===== config.mk =====
export PLATFORM = sky130hd
export DESIGN_NAME = dfi_rd_return
export DESIGN_NICKNAME = d
export VERILOG_FILES = /design/src/rtl/dfi_rd_return.sv
export SDC_FILE = /design/constraint.sdc
export NUM_CORES = 2
export LEC_CHECK = 0
export ABC_CLOCK_PERIOD_IN_PS = 25200
export CAP_MARGIN = 25
export CORE_MARGIN = 1.5
export CORE_UTILIZATION = 55
export DETAILED_ROUTE_END_ITERATION = 8
export PLACE_DENSITY = 0.73
export SETUP_SLACK_MARGIN = 0.2
export SYNTH_ARGS = -nofsm -noshare
export SYNTH_HDL_FRONTEND = slang
export SYNTH_SLANG_ARGS = --single-unit

===== constraint.sdc =====
create_clock -name clk -period 25.2 [get_ports clk]
set_input_delay 2.52 -clock clk [delete_from_list [all_inputs] [get_ports clk]]
set_output_delay 2.52 -clock clk [all_outputs]
set_load 0.02 [all_outputs]

===== src/rtl/dfi_rd_return.sv =====
// dfi_rd_return: read-return stage directly downstream of the PHY's DFI read
// interface. Each issued read pushes its ID into a tag FIFO; incoming DFI beats
// are tagged with the head ID, grouped into bursts of BURST_BEATS, buffered in a
// data FIFO and returned on a valid/ready response channel. The PHY cannot be
// stalled, so issue is gated on buffer credit reserved per read.
//
// Ports:
//   clk, rst_n        clock and synchronous active-low reset
//   rd_issue_*        read issue from the scheduler (valid/ready, ID)
//   dfi_rddata*       DFI read beats from the PHY (no back-pressure)
//   rresp_*           response beats to the requester (valid/ready, ID, data, last)
//   outstanding       reads issued whose last beat has not yet arrived
//   err_unexpected    sticky: a beat arrived with no outstanding tag
module dfi_rd_return #(
  parameter int DATA_WIDTH  = 128,
  parameter int ID_WIDTH    = 4,
  parameter int BURST_BEATS = 2,
  parameter int TAG_DEPTH   = 8,
  parameter int DATA_DEPTH  = 16
) (
  input  logic                         clk,
  input  logic                         rst_n,
  input  logic                         rd_issue_valid,
  input  logic [ID_WIDTH-1:0]          rd_issue_id,
  output logic                         rd_issue_ready,
  input  logic                         dfi_rddata_valid,
  input  logic [DATA_WIDTH-1:0]        dfi_rddata,
  output logic                         rresp_valid,
  input  logic                         rresp_ready,
  output logic [ID_WIDTH-1:0]          rresp_id,
  output logic [DATA_WIDTH-1:0]        rresp_data,
  output logic                         rresp_last,
  output logic [$clog2(TAG_DEPTH):0]   outstanding,
  output logic                         err_unexpected
);
  localparam int TAW = $clog2(TAG_DEPTH);
  localparam int DAW = $clog2(DATA_DEPTH);
  localparam int CW  = DAW + 1;
  localparam int BCW = (BURST_BEATS > 1) ? $clog2(BURST_BEATS) : 1;

  // Tag FIFO: pointers carry an extra wrap bit.
  logic [ID_WIDTH-1:0]   tag_mem [TAG_DEPTH];
  logic [TAW:0]          tag_wp, tag_rp;
  // Data FIFO.
  logic [ID_WIDTH-1:0]   id_mem   [DATA_DEPTH];
  logic [DATA_WIDTH-1:0] data_mem [DATA_DEPTH];
  logic                  last_mem [DATA_DEPTH];
  logic [DAW:0]          dat_wp, dat_rp;

  logic [CW-1:0]         credit, credit_nxt;
  logic [BCW-1:0]        beat_cnt;
  logic                  err_q;

  logic tag_empty, tag_full, dat_empty;
  logic issue_acc, beat_cap, beat_last, tag_pop, rsp_pop;

  assign tag_empty = (tag_wp == tag_rp);
  assign tag_full  = (tag_wp[TAW] != tag_rp[TAW]) &&
                     (tag_wp[TAW-1:0] == tag_rp[TAW-1:0]);
  assign dat_empty = (dat_wp == dat_rp);

  // Ready depends on registered state only, never on same-cycle pops.
  assign rd_issue_ready = !tag_full && (credit >= CW'(BURST_BEATS));
  assign issue_acc      = rd_issue_valid && rd_issue_ready;

  // A tag pushed this cycle is not yet visible to a beat in the same cycle.
  assign beat_cap  = dfi_rddata_valid && !tag_empty;
  assign beat_last = (beat_cnt == BCW'(BURST_BEATS - 1));
  assign tag_pop   = beat_cap && beat_last;

  assign rresp_valid = !dat_empty;
  assign rsp_pop     = rresp_valid && rresp_ready;

  assign outstanding    = tag_wp - tag_rp;
  assign err_unexpected = err_q;

  // Credit reserves a full burst at issue and returns one slot per pop.
  always_comb begin
    credit_nxt = credit;
    if (issue_acc) credit_nxt = credit_nxt - CW'(BURST_BEATS);
    if (rsp_pop)   credit_nxt = credit_nxt + CW'(1);
  end

  always_ff @(posedge clk) begin
    if (!rst_n) begin
      tag_wp   <= '0;
      tag_rp   <= '0;
      dat_wp   <= '0;
      dat_rp   <= '0;
      credit   <= CW'(DATA_DEPTH);
      beat_cnt <= '0;
      err_q    <= 1'b0;
    end else begin
      credit <= credit_nxt;
      if (issue_acc) tag_wp <= tag_wp + 1'b1;
      if (tag_pop)   tag_rp <= tag_rp + 1'b1;
      if (beat_cap) begin
        dat_wp   <= dat_wp + 1'b1;
        beat_cnt <= beat_last ? '0 : beat_cnt + 1'b1;
      end
      if (rsp_pop) dat_rp <= dat_rp + 1'b1;
      if (dfi_rddata_valid && tag_empty) err_q <= 1'b1;
    end
  end

  // Storage needs no reset: pointers define what is valid.
  always_ff @(posedge clk) begin
    if (issue_acc) tag_mem[tag_wp[TAW-1:0]] <= rd_issue_id;
    if (beat_cap) begin
      id_mem[dat_wp[DAW-1:0]]   <= tag_mem[tag_rp[TAW-1:0]];
      data_mem[dat_wp[DAW-1:0]] <= dfi_rddata;
      last_mem[dat_wp[DAW-1:0]] <= beat_last;
    end
  end

  // Head of the registered buffer; forced to zero while empty so outputs are
  // clean after reset. Stable under back-pressure since dat_rp only moves on pop.
  assign rresp_id   = rresp_valid ? id_mem[dat_rp[DAW-1:0]]   : '0;
  assign rresp_data = rresp_valid ? data_mem[dat_rp[DAW-1:0]] : '0;
  assign rresp_last = rresp_valid ? last_mem[dat_rp[DAW-1:0]] : 1'b0;
endmodule

==> metrics.md <==
| Metric | Value |
|---|---|
| Crit-path max cell delay | roughly 0.93 ns |
| Flop pwr share | 0.471 |
| Worst slew pin tran | roughly 1.1 ns |
| Hold Slack | about 0.49 ns |
| Top cells by count, synth | edfxtp_1, mux4_2, nor2b_1 |
| #FFs+latches synth | approximately 2200 |
| R2r startpoint | tag_wp[0]$_SDFFE_PN0P_ |
| Main synth FF type | edfxtp_1 |
| Sequential share of the synthesized area | 0.786 |
| Hold depth | 2 |
| Setup crit end kind | output pin |
| CP Data Arrival Time | 6.09 ns |
| Tot GR Track Use | 0.241 |
| Hold Vio Cnt, Final | 0 |
| Number of DRC markers in iteration 0 | 3897 |
| Critical-path cell list | buf_12, buf_4, buf_4, mux4_2, mux4_2, nor2b_1, clkdlybuf4s50_1 |
| Num CTS Buffers | 210 |
| Critical path startpoint category | flop |
| Avg Inst Size Synth | ~25 sq um |
| Root Buffer | clkbuf_16 |
| Max Cap Viol | 0 |
| # hold bufs at CTS | 0 |
| Global route overflow | 0 |
| Maximum vdd drop | around 81 uV |
| PnR worst setup slack | 16.59 ns |
| 1st-pass router iterations | 5 |
| P&R area growth vs syn | 14.4% |
| HPWL after detailed placement | about 90000 um |
| Number of port buffers | 276 |
| Clock share of power | 0.342 |
| Synth Warn # | 0 |
| Post-CTS Setup Bufs | 0 |
| Number of global-route vias before repair | 38500 |
| Vias per inst | 6.24 |
| Max Buffers Root-to-Sink | 3 |
| Layout cells sized above 1 | 0.268 |
| Drt wl/cell | roughly 31 um |
| Pint | about 6.6 mW |
| Fill cell count | about 9500 |
| Synth area leaders | edfxtp_1, mux4_2, nor2b_1, dfxtp_1, clkbuf_1 |
| Worst Clk Skew | about 0.025 ns |
| Sw Ratio | 0.249 |
| Leak Pwr | approximately 29 nW |
| Pwr/cell area | about 92 nW/um^2 |
| Status | completed |
| CORE AREA | around 150000 sq um |
| Largest net degree at the start of global routing | around 140 |
| WL final | 182000 um |
| Fin cells | approximately 6000 |
| Crit path max-delay cell type | dfxtp_4 |
| Final Slew Violations | 0 |
| Worst hold endpoint | dat_rp[4]$_SDFFE_PN0P_ |
| Yosys top cell by area | edfxtp_1 |
| Comb power frac | 0.187 |
| Initial antenna violation count | 31 |
| Worst path bufs/invs | 4 |
| Final setup fails | 0 |
| DRC violations left | 0 |
| Critical path type | reg -> out |
| Via Count | between 30000 and 40000 |
| Ys async rst share | 0 |
| CP required | 22.68 ns |
| Dpl cells | 5531 |
| Global-route wire length before repair | between 200000 and 300000 um |
| Worst r2r path cells | 8 |
| Post-synth EDFFs | 2160 |
| Reg2reg end | data_mem[11][48]$_DFFE_PP_ |
| Flop2flop setup slack | between 20 and 25 ns |
| Post-cts gate resize count | 0 |
| TritonCTS clock tree | built |
| Starting density of the core | 0.555 |
| I/O pin count | 277 |
| Min Tclk post-route | about 8.6 ns |
| Post-route ant nets | 0 |
| Clock Latency Late Sink | 0.83 ns |
| Slew headroom | 0.267 |
| HP Start | dat_rp[4]$_SDFFE_PN0P_ |
| F_max | 116 MHz |
| HP Class | reg -> reg |
| Net Sw Power | roughly 2.2 mW |
| Final worst-path cycle share | 0.342 |
| Gpl congestion | 0.738 |
| Die span in x | around 390 um |
| Total Nets Final | 3878 |
| Top-count cell post-synth | edfxtp_1 |
| Syn_nets | around 3500 |
| DIE HEIGHT | 392 um |
| Clock-pin slew on the worst setup and hold paths | roughly 0.060 ns |
| Synth Cell Area | 83400 sq um |
| Mapped Cells | ~3300 |
| CTS Sinks | 2192 |
| Critical-path maximum fanout | around 100 |
| Top cell type's share of synthesized area | 0.778 |
| Setup_tns | 0 ns |
| Die area | roughly 150000 sq um |
| Row cnt | between 100 and 150 |
| Setup WS pre-CTS | approximately 17 ns |
| CTS H-tree depth | 4 |
| Synth cell types | 44 |
| RSZ-0062 raised after global routing | false |
| CP top delay family | buffers and inverters |
==> final cells by class <==
cell class | instances | area, sq um | share of cell area
repair buffers | 349 | 3480 | 0.0365
clock buffers | 268 | 5540 | 0.0581
well taps | 2016 | 2520 | 0.0265
clock inverters | 127 | 1040 | 0.0109
diodes | 13 | 32.5 | 0.000341
multi-input cells | 959 | 17200 | 0.180
inverters | 16 | 60.1 | 0.000630
flip-flops and latches | 2192 | 65500 | 0.687
==> layer usage <==
| layer | vias up | part of all wire | track usage | routed length, um |
|---|---|---|---|---|
| li1 | 15200 | - | - | - |
| met1 | 20000 | 0.38 | 0.325 | 69700 |
| met2 | 1541 | 0.51 | 0.400 | 92900 |
| met3 | 288 | 0.079 | 0.0512 | 14400 |
| met4 | 36 | 0.024 | 0.0717 | 4320 |
| met5 | - | 0.0013 | 0 | 241 |
==> worst max path at each step <==
stage                startpoint                        to  slack (ns)  cells past startpoint
2_1_floorplan  dfi_rddata_valid  data_mem[0][0]$_DFFE_PP_       12.42                      4
3_3_place_gp               flop            rresp_data[77]       17.19                      7
3_5_place_dp               flop            rresp_data[84]       17.16                      7
4_1_cts                    flop            rresp_data[84]       16.25                      7
5_1_grt                    flop            rresp_data[66]       16.00                      7
6_report                   flop           rresp_data[110]       16.59                      7
==> per-stage QoR <==
step | area, sq um | total power [mW] | util
after floorplan | 83400 | 5.31 | -
after CTS | 95300 | 8.85 | 0.635
after detailed placement | 88700 | 5.87 | 0.591
after global placement | 88700 | 5.86 | 0.591
after global routing | 95300 | 9.07 | 0.635
final | 95400 | 8.77 | 0.635
==> kinds of logic (layout without fill, tap and decap cells) <==
group / Yosys count / count (layout) / share of synthesized area
AOI/OAI and AO/OA: 22 / 22 / 0.00197
xor gates and xnor gates: 21 / 21 / 0.00230
adders and majority gates: 13 / 13 / 0.00204
buffers and inverters: 185 / 760 / 0.0100
DFF: 2192 / 2192 / 0.786
muxes: 685 / 685 / 0.183
other: 0 / 13 / 0
and+or+nand+nor: 218 / 218 / 0.0148
==> state kept, by name, summed over array words and instances, names as in the netlist, named ones only <==
name            count
beat_cnt            1
credit              5
dat_rp              5
dat_wp              5
data_mem         2048
err_unexpected      1
id_mem             64
last_mem           16
tag_mem            32
tag_rp              4
tag_wp              4
==> placed cells by master, fill, tap and decap left out, drive strengths merged, types with 8 or more instances in the layout <==
cell / count
diode: 13
clkdlybuf4s50: 276
edfxtp: 2160
clkbuf: 268
inv: 24
nand2: 13
bufinv: 12
buf: 73
nand3: 8
mux4: 673
nor2: 35
ha: 12
nor2b: 134
dfxtp: 32
clkinv: 102
xnor2: 14
==> power by group through the flow <==
stage	clock [mW]	combinational (mW)	sequential, mW
after floorplan	0	1.12	4.20
after CTS	3.05	1.67	4.13
after detailed placement	0	1.66	4.21
after global placement	0	1.65	4.20
after global routing	3.19	1.74	4.13
final	3.00	1.64	4.13
==> worst min-delay path, stage by stage (launching register included) <==
cell and delay, ns:
dfxtp_1 0.33, nand2_1 0.06, mux2i_1 0.06
(Power assumes the default switching activity.)
